$ cat config.mk
export PLATFORM = sky130hd
export DESIGN_NAME = lut_stream_rom_flat
export DESIGN_NICKNAME = d
export VERILOG_FILES = /design/src/rtl/lut_stream_rom_if.sv /design/src/rtl/lut_stream_rom.sv /design/src/flat_wrapper.sv
export SDC_FILE = /design/constraint.sdc
export NUM_CORES = 1
export LEC_CHECK = 0
export CAP_MARGIN = 20
export CORE_MARGIN = 2
export CORE_UTILIZATION = 27
export DETAILED_ROUTE_END_ITERATION = 6
export PLACE_DENSITY = 0.54
export SKIP_LAST_GASP = 1
export SLEW_MARGIN = 5
export SYNTH_ARGS = -nofsm -noshare
export SYNTH_HDL_FRONTEND = slang
export SYNTH_SLANG_ARGS = --single-unit
$ cat constraint.sdc
create_clock -name clk -period 2.33 [get_ports clk]
set_input_delay 0.3495 -clock clk [delete_from_list [all_inputs] [get_ports clk]]
set_output_delay 0.3495 -clock clk [all_outputs]
set_load 0.005 [all_outputs]
$ cat src/rtl/lut_stream_rom_if.sv
// Request, sweep-control, output-stream and table-write signals of lut_stream_rom.
// The slave modport is the ROM's view; master is the driver/consumer view.
interface lut_stream_rom_if #(
    parameter int ADDR_W = 3,
    parameter int DATA_W = 16
);
    logic              req_valid;
    logic [ADDR_W-1:0] req_addr;
    logic              req_ready;
    logic              sweep_start;
    logic [ADDR_W-1:0] sweep_base;
    logic [ADDR_W:0]   sweep_len;
    logic              busy;
    logic              sweep_done;
    logic [DATA_W-1:0] q;
    logic [ADDR_W-1:0] q_addr;
    logic              q_valid;
    logic              q_ready;
    logic              wr_en;
    logic [ADDR_W-1:0] wr_addr;
    logic [DATA_W-1:0] wr_data;

    modport master (
        output req_valid, req_addr, sweep_start, sweep_base, sweep_len,
               q_ready, wr_en, wr_addr, wr_data,
        input  req_ready, busy, sweep_done, q, q_addr, q_valid
    );

    modport slave (
        input  req_valid, req_addr, sweep_start, sweep_base, sweep_len,
               q_ready, wr_en, wr_addr, wr_data,
        output req_ready, busy, sweep_done, q, q_addr, q_valid
    );
endinterface

$ cat src/rtl/lut_stream_rom.sv
// Lookup table with a registered valid/ready output, fed by single lookups or a wrapping sweep.
// Define LUT_WRITE_EN to make the table writable (read-before-write); otherwise it is a constant ROM.
module lut_stream_rom #(
    parameter int ADDR_W = 3,
    parameter int DATA_W = 16
) (
    input  logic             clk,
    input  logic             reset,
    lut_stream_rom_if.slave  bus
);
    localparam int DEPTH = 2 ** ADDR_W;

    typedef enum logic {IDLE, SWEEP} state_t;

    function automatic logic [DATA_W-1:0] default_entry(input int idx);
        logic [31:0] v;
        case (idx)
            0:       v = 32'd4658;
            1:       v = 32'd44768;
            2:       v = 32'd10196;
            3:       v = 32'd23054;
            4:       v = 32'd8294;
            5:       v = 32'd25806;
            6:       v = 32'd50470;
            7:       v = 32'd12057;
            default: v = 32'd0;
        endcase
        return DATA_W'(v);
    endfunction

    state_t            state_q, state_d;
    logic [ADDR_W-1:0] ptr_q, ptr_d;
    logic [ADDR_W:0]   rem_q, rem_d;
    logic [DATA_W-1:0] q_q, q_d;
    logic [ADDR_W-1:0] q_addr_q, q_addr_d;
    logic              q_valid_q, q_valid_d;
    logic              q_last_q, q_last_d;
    logic              done_q, done_d;

    logic              slot_free;
    logic              beat;
    logic              beat_last;
    logic [ADDR_W-1:0] rd_addr;
    logic [DATA_W-1:0] rd_data;
    logic [DATA_W-1:0] init_w [DEPTH];

    genvar gi;
    generate
        for (gi = 0; gi < DEPTH; gi++) begin : g_init
            assign init_w[gi] = default_entry(gi);
        end
    endgenerate

`ifdef LUT_WRITE_EN
    logic [DATA_W-1:0] table_q [DEPTH];

    // Reads see the pre-write contents, so a same-cycle write shows up on the next beat.
    always_ff @(posedge clk) begin
        if (reset) begin
            for (int i = 0; i < DEPTH; i++) begin
                table_q[i] <= init_w[i];
            end
        end else if (bus.wr_en) begin
            table_q[bus.wr_addr] <= bus.wr_data;
        end
    end

    assign rd_data = table_q[rd_addr];
`else
    logic unused_wr;
    assign unused_wr = ^{bus.wr_en, bus.wr_addr, bus.wr_data};
    assign rd_data   = init_w[rd_addr];
`endif

    assign slot_free = !q_valid_q || bus.q_ready;
    assign rd_addr   = (state_q == SWEEP) ? ptr_q : bus.req_addr;

    always_comb begin
        state_d   = state_q;
        ptr_d     = ptr_q;
        rem_d     = rem_q;
        q_d       = q_q;
        q_addr_d  = q_addr_q;
        q_valid_d = q_valid_q;
        q_last_d  = q_last_q;
        beat      = 1'b0;
        beat_last = 1'b0;
        // Completion is signalled once the consumer takes the final sweep beat.
        done_d    = q_valid_q && bus.q_ready && q_last_q;

        unique case (state_q)
            IDLE: begin
                if (bus.sweep_start) begin
                    if (bus.sweep_len == '0) begin
                        done_d = 1'b1;
                    end else begin
                        state_d = SWEEP;
                        ptr_d   = bus.sweep_base;
                        rem_d   = bus.sweep_len;
                    end
                end else if (bus.req_valid && slot_free) begin
                    beat = 1'b1;
                end
            end
            SWEEP: begin
                if (slot_free) begin
                    beat  = 1'b1;
                    ptr_d = ptr_q + ADDR_W'(1);
                    rem_d = rem_q - (ADDR_W + 1)'(1);
                    if (rem_q == (ADDR_W + 1)'(1)) begin
                        beat_last = 1'b1;
                        state_d   = IDLE;
                    end
                end
            end
            default: state_d = IDLE;
        endcase

        if (beat) begin
            q_d       = rd_data;
            q_addr_d  = rd_addr;
            q_valid_d = 1'b1;
            q_last_d  = beat_last;
        end else if (q_valid_q && bus.q_ready) begin
            q_valid_d = 1'b0;
            q_last_d  = 1'b0;
        end
    end

    always_ff @(posedge clk) begin
        if (reset) begin
            state_q   <= IDLE;
            ptr_q     <= '0;
            rem_q     <= '0;
            q_q       <= '0;
            q_addr_q  <= '0;
            q_valid_q <= 1'b0;
            q_last_q  <= 1'b0;
            done_q    <= 1'b0;
        end else begin
            state_q   <= state_d;
            ptr_q     <= ptr_d;
            rem_q     <= rem_d;
            q_q       <= q_d;
            q_addr_q  <= q_addr_d;
            q_valid_q <= q_valid_d;
            q_last_q  <= q_last_d;
            done_q    <= done_d;
        end
    end

    assign bus.req_ready  = (state_q == IDLE) && !bus.sweep_start && slot_free;
    assign bus.busy       = (state_q == SWEEP);
    assign bus.sweep_done = done_q;
    assign bus.q          = q_q;
    assign bus.q_addr     = q_addr_q;
    assign bus.q_valid    = q_valid_q;
endmodule

$ cat src/flat_wrapper.sv
// flat-port wrapper written by rule: the top's interface ports become plain ports
module lut_stream_rom_flat 
#(
    parameter int ADDR_W = 3,
    parameter int DATA_W = 16
)
  (clk, reset, bus_req_valid, bus_req_addr, bus_sweep_start, bus_sweep_base, bus_sweep_len, bus_q_ready, bus_wr_en, bus_wr_addr, bus_wr_data, bus_req_ready, bus_busy, bus_sweep_done, bus_q, bus_q_addr, bus_q_valid);
  lut_stream_rom_if #(.ADDR_W(ADDR_W), .DATA_W(DATA_W)) bus_i ();
  input  logic clk;
  input  logic reset;
  input wire logic [$bits(bus_i.req_valid)-1:0] bus_req_valid;
  input wire logic [$bits(bus_i.req_addr)-1:0] bus_req_addr;
  input wire logic [$bits(bus_i.sweep_start)-1:0] bus_sweep_start;
  input wire logic [$bits(bus_i.sweep_base)-1:0] bus_sweep_base;
  input wire logic [$bits(bus_i.sweep_len)-1:0] bus_sweep_len;
  input wire logic [$bits(bus_i.q_ready)-1:0] bus_q_ready;
  input wire logic [$bits(bus_i.wr_en)-1:0] bus_wr_en;
  input wire logic [$bits(bus_i.wr_addr)-1:0] bus_wr_addr;
  input wire logic [$bits(bus_i.wr_data)-1:0] bus_wr_data;
  output wire logic [$bits(bus_i.req_ready)-1:0] bus_req_ready;
  output wire logic [$bits(bus_i.busy)-1:0] bus_busy;
  output wire logic [$bits(bus_i.sweep_done)-1:0] bus_sweep_done;
  output wire logic [$bits(bus_i.q)-1:0] bus_q;
  output wire logic [$bits(bus_i.q_addr)-1:0] bus_q_addr;
  output wire logic [$bits(bus_i.q_valid)-1:0] bus_q_valid;
  assign bus_i.req_valid = bus_req_valid;
  assign bus_i.req_addr = bus_req_addr;
  assign bus_i.sweep_start = bus_sweep_start;
  assign bus_i.sweep_base = bus_sweep_base;
  assign bus_i.sweep_len = bus_sweep_len;
  assign bus_i.q_ready = bus_q_ready;
  assign bus_i.wr_en = bus_wr_en;
  assign bus_i.wr_addr = bus_wr_addr;
  assign bus_i.wr_data = bus_wr_data;
  assign bus_req_ready = bus_i.req_ready;
  assign bus_busy = bus_i.busy;
  assign bus_sweep_done = bus_i.sweep_done;
  assign bus_q = bus_i.q;
  assign bus_q_addr = bus_i.q_addr;
  assign bus_q_valid = bus_i.q_valid;
  lut_stream_rom #(.ADDR_W(ADDR_W), .DATA_W(DATA_W)) u_core (.clk(clk), .reset(reset), .bus(bus_i));
endmodule
; Yosys cells after proc, flatten, opt, wreduce, memory -nomap -nowiden
; Memory sizes are Yosys's and may differ from the RTL's. A register that Yosys moved wholly into a read port is not among the register bits.
; Cells that the tools add are included.
; W data, S select, Z words.
[word_totals]
input_bits = 35
ram_bits = 0
romBits = 128
reg_bits = 14
mem_count = 1
latch_bits = 0
output_inout_bits = 23
wordCells = 54
[mem_list]
columns = memory, words, width, read_ports, rd_ports_with_merged_regs, wr, line
row1 = (name not given), 8, 16, 1, 1, 0, lut_stream_rom.sv:72  ; assign rd_data = init_w[rd_addr];
[op_classes]
eq_ne = 4
n_addsub = 2
shift = 0
n_mux = 27
div = 0
n_reduce_logical = 11
n_lt_le_gt_ge = 0
bitwise = 2
multipliers = 0
[ops]
columns = operator, count
row1 = $mux W1, 16
row2 = $mux W3, 4
row3 = $mux W4, 3
row4 = $pmux W4 S2, 1
row5 = $ne A2 B2 Y1 const B, 3
row6 = $pmux W3 S2, 1
row7 = $logic_and A1 B1 Y1, 5
row8 = $eq A4 B1 Y1 const B, 1
row9 = $logic_not A4 Y1, 1
row10 = $not A3 Y4, 1
row11 = $pmux W1 S2, 2
row12 = $sub A4 B1 Y4 const B, 1
row13 = $add A3 B1 Y3 const B, 1
row14 = $reduce_and A3 Y1, 1
row15 = $logic_not A1 Y1, 2
row16 = $reduce_bool A2 Y1, 1
row17 = $logic_or A1 B1 Y1, 1
row18 = $not A1 Y1, 1

; Depth between registers and ports, before layout
; Gate-level depths: netlist of run 1.
[depth]
ltp_word = 7
ltp_mapped = 8
depth_no_buf = 6

; Worst setup path after synthesis of run 1
; OpenSTA, ideal clock, no wires.
[synth_path]
kind = register -> register
from = register u_core.state_q (netlist: u_core.bus.busy)
to = register u_core.q_q[11] (netlist: u_core.bus.q[11])
slack_ps = 451
path_stages_with_launch = 9
t_arrival_ps = 1744
required_time_ps = 2195
n_path_buf = 2
period_less_slack_ps = 1879
cell_sequence = dfxtp_1 -> clkbuf_2 -> buf_2 -> mux2i_1 -> inv_1 -> ha_1 -> nor2_1 -> or3_1 -> a21oi_1
[synth_via]
elab_chain_cells = 2
[synth_rtl]
columns = item, line
row1 = from (decl), lut_stream_rom.sv:31  ; state_t state_q, state_d;
row2 = from (signal assigned), lut_stream_rom.sv:141  ; state_q <= state_d;
row3 = $mux W3, lut_stream_rom.sv:76  ; assign rd_addr = (state_q == SWEEP) ? ptr_q : bus.req_addr;
row4 = net u_core.rd_addr[1], lut_stream_rom.sv:43  ; logic [ADDR_W-1:0] rd_addr;
row5 = $not A3 Y4 (not written as such), lut_stream_rom.sv:72
row6 = to (decl), lut_stream_rom.sv:34  ; logic [DATA_W-1:0] q_q, q_d;
; The timed path passes the listed nets, and every way through them passes these cells.
; A chain may end at the register's enable or synchronous reset.

; Worst setup path in the final report of run 1
[layout_path]
from = register u_core.state_q (netlist: u_core.bus.busy)
to = output port bus_req_ready
[layout_via]
elab_chain_cells = 3
[layout_rtl]
columns = item, line
row1 = $not A1 Y1, lut_stream_rom.sv:152  ; assign bus.req_ready = (state_q == IDLE) && !bus.sweep_start && slot_free;
row2 = $logic_and A1 B1 Y1 (2 in series), lut_stream_rom.sv:152
row3 = to (decl), flat_wrapper.sv:20  ; output wire logic [$bits(bus_i.req_ready)-1:0] bus_req_ready;
; No other way between the ends.

==> flow_summary_export.csv, run 1 <==
group,metric,value,unit
outcome,run_status,"completed",
synth,synth_cell_types,39,
critical_path,end_kind,"primary output",
die,core_area,0.00544,mm^2
synth,synth_cells,176,
timing,period_minus_slack,1990,ps
synth,synth_top_cell_by_area,"dfxtp_1",
placement,port_buffers,37,
cells_and_area,drive_above_1_share,10.0,%
synth,async_flop_share,0,%
global_route,antenna_found_initial,0,
die,io-pin-count,58,
critical_path,path_class,"reg -> out",
timing,fmax,502,MHz
critical_path,reg2reg_from,"u_core.bus.busy",
cts,worstSkewPairLatency,280,ps
timing,setup_tns,0,ps
global_route,track_usage,12.2,%
critical_path,reg2reg_slack,490,ps
cells_and_area,n_antenna_cell,0,
synth,synthTopCellsByArea,"dfxtp_1 40%, ha_1 7.5%, mux2i_1 6.0%",
critical_path,r2r_end,"u_core.bus.q[11]",
die,num_rows,27,
cts,cts_tree,"yes",
placement,place_ws,167,ps
die,die_area,0.00621,mm^2
cts,cts_buffers,5,
timing,tightest_slew,437,ps
timing,setup_viol,0,
route,drt.antenna.violating_nets,0,
cells_and_area,fin_nets,262,
power,powerDensity,698,mW/mm^2
critical_path,cp_cell_sequence,"buf_4 -> nor3_1 -> clkdlybuf4s50_1",
timing,min_period_over_period,85.4,%
route,first_pass_iters,4,
run,max-cap-violations,0,
timing,slew_headroom,70.6,%
critical_path,cp.required,1980,ps
synth,yosys_warnings,0,
critical_path,worst-path-buf-inv,2,
global_route,grt_pass1_wl,6040,um
synth,synth_enable_flop_cells,0,
cells_and_area,fillCellCount,556,
route,vias_per_cell,4.64,
worst_hold_path,hp-class,"reg -> reg",
power,ir_drop,238,uV
worst_hold_path,min_from,"u_core.bus.q[1]",
route,wl_per_cell,12.1,um
synth,synth_ff_type,"dfxtp_1",
synth,syn_avg_cell_area,8.58,um^2
global_route,grt_pass1_vias,1300,
global_route,grt_max_degree,31,
global_route,gr-total-overflow,0,
power,p_leak,0.789,nW
route,drc,0,
cts,post_cts_buffers,0,
timing,drv_slew,0,
worst_hold_path,whs_path_depth,2,
route,drt-initial-drc-count,98,
synth,synth_area,0.00151,mm^2
synth,ys_seq_area_share,39.8,%
cts,htree_levels,2,
critical_path,worstPathArrival,1640,ps
cells_and_area,syn_to_final_growth,37.0,%
timing,setup_ws,339,ps
cts,numClockSinks,30,
synth,yosysMostFrequentCell,"dfxtp_1",
timing,hold_violations,0,
synth,synthTopCellsByCount,"30 x dfxtp_1, 23 x nor2_1, 22 x nand2_1, 13 x a21oi_1",
cts,cts_resized,0,
critical_path,crit_fanout,17,
cts,cts-root-buf,"clkbuf_8",
route,vias,1349,
route,wl,3520,um
placement,dpl.hpwl,2530,um
synth,synth-seq-cells,30,
critical_path,critPathSlowestCell,"clkdlybuf4s50_1",
critical_path,reg2regPathDepth,7,
timing,finClkSkew,3.89,ps
timing,rsz0062_at_grt,"false",
placement,gp_congestion,0.728,
synth,synth_top_area_share,39.8,%
die,initial_core_util,27.8,%
cts,path_clk_slew,60,ps
critical_path,start_kind,"register",
synth,synth_fp_nets,220,
cts,cts_buffer_depth,2,
critical_path,critPathTopFamily,"buffers and inverters",
cts,holdBufCountCts,0,
worst_hold_path,hold_end,"u_core.bus.q[1]",
critical_path,max_stage_delay,530,ps
die,die_y,78.8,um
die,die_w,78.8,um
-- metrics by stage --
step           util (%)  area [um^2]  instances  hold slack, ps  power [W]
2_1_floorplan         -         1510        176             448   0.000856
3_3_place_gp       36.4         1980        283             448    0.00103
3_5_place_dp       36.4         1980        283             444    0.00103
4_1_cts            38.0         2070        291             462    0.00147
5_1_grt            38.0         2070        291             484    0.00154
6_report           38.0         2070        291             459    0.00144
-- state kept, by name, indices dropped and copies added (netlist names) --
signal / count
u_core.bus.q_valid: 1
u_core.bus.q: 16
u_core.bus.busy: 1
u_core.bus.q_addr: 3
u_core.q_last_q: 1
u_core.ptr_q: 3
u_core.bus.sweep_done: 1
u_core.rem_q: 4
-- cell type report --
type                       count  area, um^2  share of cell area [%]
multi-input combinational    130         831                    40.1
clock inverter                 1        5.00                   0.242
inverter                       5        18.8                   0.907
sequential                    30         601                    29.0
timing repair buffer          46         438                    21.2
tap                           72        90.1                    4.35
clock buffer                   7        86.3                    4.17
-- power breakdown --
| part | leakage, nW | internal, W | switching, W |
|---|---|---|---|
| Combinational | 0.494 | 0.000211 | 0.000191 |
| Clock | 0.0482 | 0.000238 | 0.000191 |
| Sequential | 0.248 | 0.000571 | 0.0000424 |
-- layout by cell type (no fill, tap or decap), types with 8 or more instances in the layout --
master           instances
a21oi_1                 13
nor2_1                  23
ha_1                     9
nand3_1                  8
clkdlybuf4s50_1         37
mux2i_1                  9
buf_4                    9
dfxtp_1                 30
nand2_1                 22
-- cell families after synthesis --
group           count (synthesis)  synth area share [%]
xor+xnor                        1                 0.580
buf+inv                        16                  5.22
fa+ha+maj                       9                  7.46
flops                          30                  39.8
simple gates                   69                  20.7
compound gates                 41                  19.6
mux                            10                  6.71
-- routing by layer --
layer  global-route usage, %  vias up  share of wire, %
met1                    16.8      608                52
met3                    3.41        4               5.0
met4                    4.21        0               1.3
li1                        -      705                 -
met2                    18.2       32                41
met5                       0        -                 0
-- worst max-delay path by stage --
stage | start | endpoint | slack, ps | depth (start not counted)
floorplan | u_core.bus.busy | u_core.bus.q[11] | 450 | 8
global placement | bus_sweep_len[2] | u_core.ptr_q[2] | 170 | 5
detailed placement | bus_sweep_len[2] | u_core.ptr_q[2] | 170 | 5
CTS | u_core.bus.busy | bus_req_ready | 320 | 3
global route | u_core.bus.busy | bus_req_ready | 270 | 3
finish | u_core.bus.busy | bus_req_ready | 340 | 3
-- worst reg2reg max path, stage by stage, from the launching register on --
cell and delay, ps:
dfxtp_1 510, mux2i_1 120, buf_4 170, inv_1 120, ha_1 250, nor2_1 90, or3_1 370, a21oi_1 140
Note: power is estimated with default switching activity, not from simulation.
==> inputs of run 2 (changes only) <==
--- a/config.mk
+++ b/config.mk
@@ -5,11 +5,12 @@
 export SDC_FILE = /design/constraint.sdc
 export NUM_CORES = 1
 export LEC_CHECK = 0
+export ABC_AREA = 1
 export CAP_MARGIN = 20
 export CORE_MARGIN = 2
 export CORE_UTILIZATION = 27
 export DETAILED_ROUTE_END_ITERATION = 6
-export PLACE_DENSITY = 0.54
+export PLACE_DENSITY = 0.53
 export SKIP_LAST_GASP = 1
 export SLEW_MARGIN = 5
 export SYNTH_ARGS = -nofsm -noshare
==> flow_summary_export.csv, run 2 <==
group,metric,value,unit
timing,tightest_slew,486,ps
placement,gp_congestion,0.769,
route,wl,3660,um
cts,worstSkewPairLatency,280,ps
global_route,grt_pass1_vias,1412,
worst_hold_path,hp-class,"reg -> reg",
synth,synth-seq-cells,30,
cells_and_area,layout.cells.non_filler,330,
route,drc,0,
route,vias_per_cell,4.37,
placement,dp_cells,324,
synth,syn_avg_cell_area,7.59,um^2
global_route,grt_pass1_wl,6380,um
run,max-cap-violations,0,
synth,async_flop_share,0,%
cts,numClockSinks,30,
timing,setup_ws,297,ps
placement,dpl.hpwl,2690,um
global_route,grt_max_degree,18,
cts,cts-root-buf,"clkbuf_8",
global_route,track_usage,12.5,%
timing,setup_tns,0,ps
cells_and_area,fin_nets,300,
critical_path,reg2regPathDepth,10,
cells_and_area,final-seq-area,601,um^2
global_route,antenna_found_initial,0,
cells_and_area,fillCellCount,613,
synth,synthTopCellsByCount,"38 x nor2_1, 35 x nand2_1, 30 x dfxtp_1, 23 x o21ai_0, 15 x nand3_1",
die,die_y,81.6,um
worst_hold_path,min_from,"u_core.bus.q[10]",
cts,htree_levels,2,
critical_path,end_kind,"primary output",
cts,cts_buffer_depth,2,
critical_path,path_class,"in -> out",
synth,synth_cell_types,27,
placement,port_buffers,37,
power,ir_drop,254,uV
timing,slew_headroom,67.4,%
route,first_pass_iters,4,
critical_path,reg2reg_slack,420,ps
worst_hold_path,whs_path_depth,2,
timing,setup_viol,0,
cells_and_area,largest_reg_flops,16,
critical_path,r2r_end,"u_core.bus.q[1]",
cells_and_area,multi_input_area,885,um^2
critical_path,start_kind,"input pin",
cells_and_area,drive_above_1_share,13.3,%
timing,drv_slew,0,
die,num_rows,28,
die,core_area,0.00585,mm^2
global_route,gr-total-overflow,0,
cells_and_area,layout_common_cells,"38 x nor2_1, 37 x clkdlybuf4s50_1, 35 x nand2_1",
die,die_w,81.6,um
placement,place_ws,278,ps
cells_and_area,post-route-util,36.5,%
critical_path,crit_fanout,6,
route,wl_per_cell,11.1,um
cts,cts_buffers,5,
synth,synth_area,0.00162,mm^2
power,p_leak,0.890,nW
timing,rsz0062_at_grt,"false",
route,drt.antenna.violating_nets,0,
critical_path,reg2reg_from,"u_core.bus.busy",
cells_and_area,final_common_cell,"nor2_1",
synth,yosysMostFrequentCell,"nor2_1",
synth,synthTopCellsByArea,"dfxtp_1 37%, nor2_1 8.8%, nand2_1 8.1%",
synth,synth_ff_type,"dfxtp_1",
cells_and_area,syn_to_final_growth,31.4,%
timing,min_period_over_period,87.2,%
synth,synth_top_cell_by_area,"dfxtp_1",
timing,period_minus_slack,2030,ps
cts,cts_tree,"yes",
cts,cts_resized,0,
timing,finClkSkew,2.51,ps
power,powerDensity,680,mW/mm^2
synth,ys_seq_area_share,37.0,%
die,die_area,0.00665,mm^2
synth,synth_cells,214,
die,initial_core_util,27.8,%
synth,yosys_warnings,0,
die,io-pin-count,58,
route,drt-initial-drc-count,27,
synth,synth_fp_nets,258,
outcome,run_status,"completed",
synth,synth_enable_flop_cells,0,
cts,post_cts_buffers,0,
cts,holdBufCountCts,0,
cts,path_clk_slew,50,ps
timing,fmax,492,MHz
synth,synth_top_area_share,37.0,%
critical_path,worstPathArrival,1680,ps
critical_path,cp.required,1980,ps
timing,hold_violations,0,
route,vias,1442,
cells_and_area,n_antenna_cell,0,
worst_hold_path,hold_end,"u_core.bus.q[10]",
==> run 2: cell count changes after synthesis, sizes merged, moves of 9 or more <==
cell / delta
nand3: +11
o21ai: +26
nor2: +15
mux2i: -9
inv: +10
a211oi: -9
nand2: +21
==> run 2: area by class of cell <==
class	instances	area share (%)
Timing Repair Buffer	43	19.5
Inverter	15	2.64
Tap cell	75	4.40
Clock buffer	6	3.87
Sequential cell	30	28.2
Multi-Input combinational cell	161	41.5
==> run 2: metrics by stage <==
stage               area (um^2)  power (W)  hold WS (ps)
finish                     2130    0.00145           479
global route               2130    0.00156           501
CTS                        2130    0.00148           482
detailed placement         2050    0.00106           474
global placement           2050    0.00106           473
floorplan                  1620   0.000904           412
==> run 2: worst max-delay path, stage by stage <==
cell and delay, ps:
clkdlybuf4s50_1 510, inv_2 60, nand2_4 110, nand2_1 60, nor2_1 90, clkdlybuf4s50_1 500
==> run 2: worst max-delay path by stage <==
stage,start,end,slack [ps],cells after the start
floorplan,u_core.bus.busy,u_core.bus.q[6],670,6
global placement,bus_q_ready,bus_req_ready,280,6
detailed placement,bus_req_addr[1],u_core.bus.q[12],280,9
CTS,bus_q_ready,bus_req_ready,280,6
global route,bus_q_ready,bus_req_ready,170,6
finish,bus_q_ready,bus_req_ready,300,6
==> run 2: power by group <==
part           switching [W]  total, W  internal, W  leakage, nW
logic               0.000231  0.000439     0.000208        0.599
clock network       0.000173  0.000400     0.000227       0.0431
registers          0.0000385  0.000613     0.000574        0.247
==> run 2: per-layer routing <==
layer  global-route usage (%)  vias to the layer above  routed length [um]  share of wire [%]
li1                         -                      790                   -                  -
met1                     16.5                      621                1940                 53
met2                     19.4                       26                1520                 42
met3                     3.30                        5                 142                3.9
met4                     4.58                        0                  64                1.7
met5                        0                        -                   0                  0
==> run 2: cells by family (layout without fill, tap and decap cells) <==
group                      after synthesis  in the layout  share of synthesized area (%)
xor gates and xnor gates                 1              1                          0.539
DFF                                     30             30                           37.0
AOI/OAI and AO/OA                       45             45                           14.7
adders and majority gates                9              9                           6.93
buffers and inverters                   23             64                           8.55
and+or+nand+nor                        106            106                           32.3
==> inputs of run 3 (changes only) <==
--- a/config.mk
+++ b/config.mk
@@ -10,7 +10,7 @@
 export CORE_MARGIN = 2
 export CORE_UTILIZATION = 27
 export DETAILED_ROUTE_END_ITERATION = 6
-export PLACE_DENSITY = 0.53
+export PLACE_DENSITY = 0.55
 export SKIP_LAST_GASP = 1
 export SLEW_MARGIN = 5
 export SYNTH_ARGS = -nofsm -noshare
==> flow_summary_export.csv, run 3 (synthesis results as in run 2) <==
group,metric,value,unit
die,die_area,0.00665,mm^2
worst_hold_path,hp-class,"reg -> reg",
die,die_w,81.6,um
run,max-cap-violations,0,
critical_path,start_kind,"input pin",
cts,cts_resized,0,
critical_path,crit_fanout,6,
critical_path,end_kind,"primary output",
timing,tightest_slew,471,ps
route,first_pass_iters,4,
route,drt.antenna.violating_nets,0,
route,drt-initial-drc-count,36,
placement,dp_cells,324,
cells_and_area,drive_above_1_share,14.0,%
cts,worstSkewPairLatency,280,ps
route,vias_per_cell,4.39,
cts,holdBufCountCts,0,
global_route,grt_max_degree,18,
timing,slew_headroom,68.4,%
placement,dpl.hpwl,2690,um
cts,post_cts_buffers,0,
critical_path,path_class,"in -> out",
timing,finClkSkew,8.59,ps
power,ir_drop,339,uV
cells_and_area,fin_nets,300,
timing,setup_tns,0,ps
die,initial_core_util,27.8,%
cells_and_area,layout.cells.non_filler,332,
die,core_area,0.00585,mm^2
cells_and_area,final_common_cell,"nor2_1",
route,wl,3670,um
global_route,grt_pass1_wl,6290,um
critical_path,cp.required,1980,ps
cells_and_area,n_antenna_cell,0,
cells_and_area,layout_common_cells,"38 x nor2_1, 37 x clkdlybuf4s50_1, 35 x nand2_1",
timing,min_period_over_period,86.8,%
critical_path,worstPathArrival,1670,ps
global_route,antenna_found_initial,0,
cts,htree_levels,2,
die,num_rows,28,
cells_and_area,largest_reg_flops,16,
outcome,run_status,"completed",
cells_and_area,fillCellCount,619,
global_route,grt_pass1_vias,1434,
placement,gp_congestion,0.785,
timing,drv_slew,0,
route,vias,1459,
placement,port_buffers,37,
power,powerDensity,693,mW/mm^2
timing,hold_violations,0,
cts,path_clk_slew,60,ps
timing,rsz0062_at_grt,"false",
route,drc,0,
global_route,track_usage,12.2,%
cells_and_area,syn_to_final_growth,32.1,%
timing,period_minus_slack,2020,ps
cts,numClockSinks,30,
cts,cts_buffer_depth,2,
die,die_y,81.6,um
cts,cts-root-buf,"clkbuf_8",
cts,cts_tree,"yes",
timing,fmax,494,MHz
die,io-pin-count,58,
route,wl_per_cell,11.1,um
power,p_leak,0.894,nW
cts,cts_buffers,5,
timing,setup_viol,0,
global_route,gr-total-overflow,0,
run 3: cell count changes in the layout (fill, tap and decap cells not counted):
cell	previous run	this run
clkinv_2	0	1
clkinvlp_4	0	1
run 3: final cells by class:
type	count	area [um^2]	area share, %
clock buffers	6	82.6	3.85
inverters	15	56.3	2.62
repair buffers	43	415	19.4
flip-flops and latches	30	601	28.0
well taps	75	93.8	4.37
clock inverters	2	12.5	0.583
multi-input cells	161	885	41.2
run 3: worst max-delay path, stage by stage:
cell and delay, ps:
clkdlybuf4s50_1 530, inv_2 60, nand2_4 100, nand2_1 60, nor2_1 80, clkdlybuf4s50_1 500
run 3: final timing paths:
path	depth (start not counted)	end	slack, ps	startpoint
worst max-delay path	6	bus_req_ready	310	bus_q_ready
worst min-delay path	2	u_core.bus.q[12]	490	u_core.bus.q[12]
worst max register to register	10	u_core.bus.q[12]	400	u_core.bus.busy
worst min register to register	2	u_core.bus.q[12]	490	u_core.bus.q[12]
run 3: per-stage QoR:
| step | hold WS [ps] | area (um^2) | utilization (%) | worst slack [ps] | total power, W |
|---|---|---|---|---|---|
| after CTS | 487 | 2150 | 36.7 | 297 | 0.00151 |
| final | 485 | 2150 | 36.7 | 307 | 0.00149 |
| after global routing | 515 | 2150 | 36.7 | 224 | 0.00159 |
| after global placement | 473 | 2050 | 35.1 | 283 | 0.00106 |
| after floorplan | 412 | 1620 | - | 670 | 0.000904 |
| after detailed placement | 477 | 2050 | 35.1 | 258 | 0.00106 |
run 3: per-layer routing:
metal	up-vias	part of all wire [%]	track usage, %	wire (um)
met3	5	5.1	3.30	189
met2	32	42	18.8	1530
met5	-	0	0	0
met1	635	52	15.8	1900
li1	787	-	-	-
met4	0	1.3	5.59	49
run 3: power by group:
group | internal, W | total (W) | switching [W]
Clock | 0.000237 | 0.000438 | 0.000201
Combinational | 0.000208 | 0.000437 | 0.000229
Sequential | 0.000574 | 0.000612 | 0.0000380
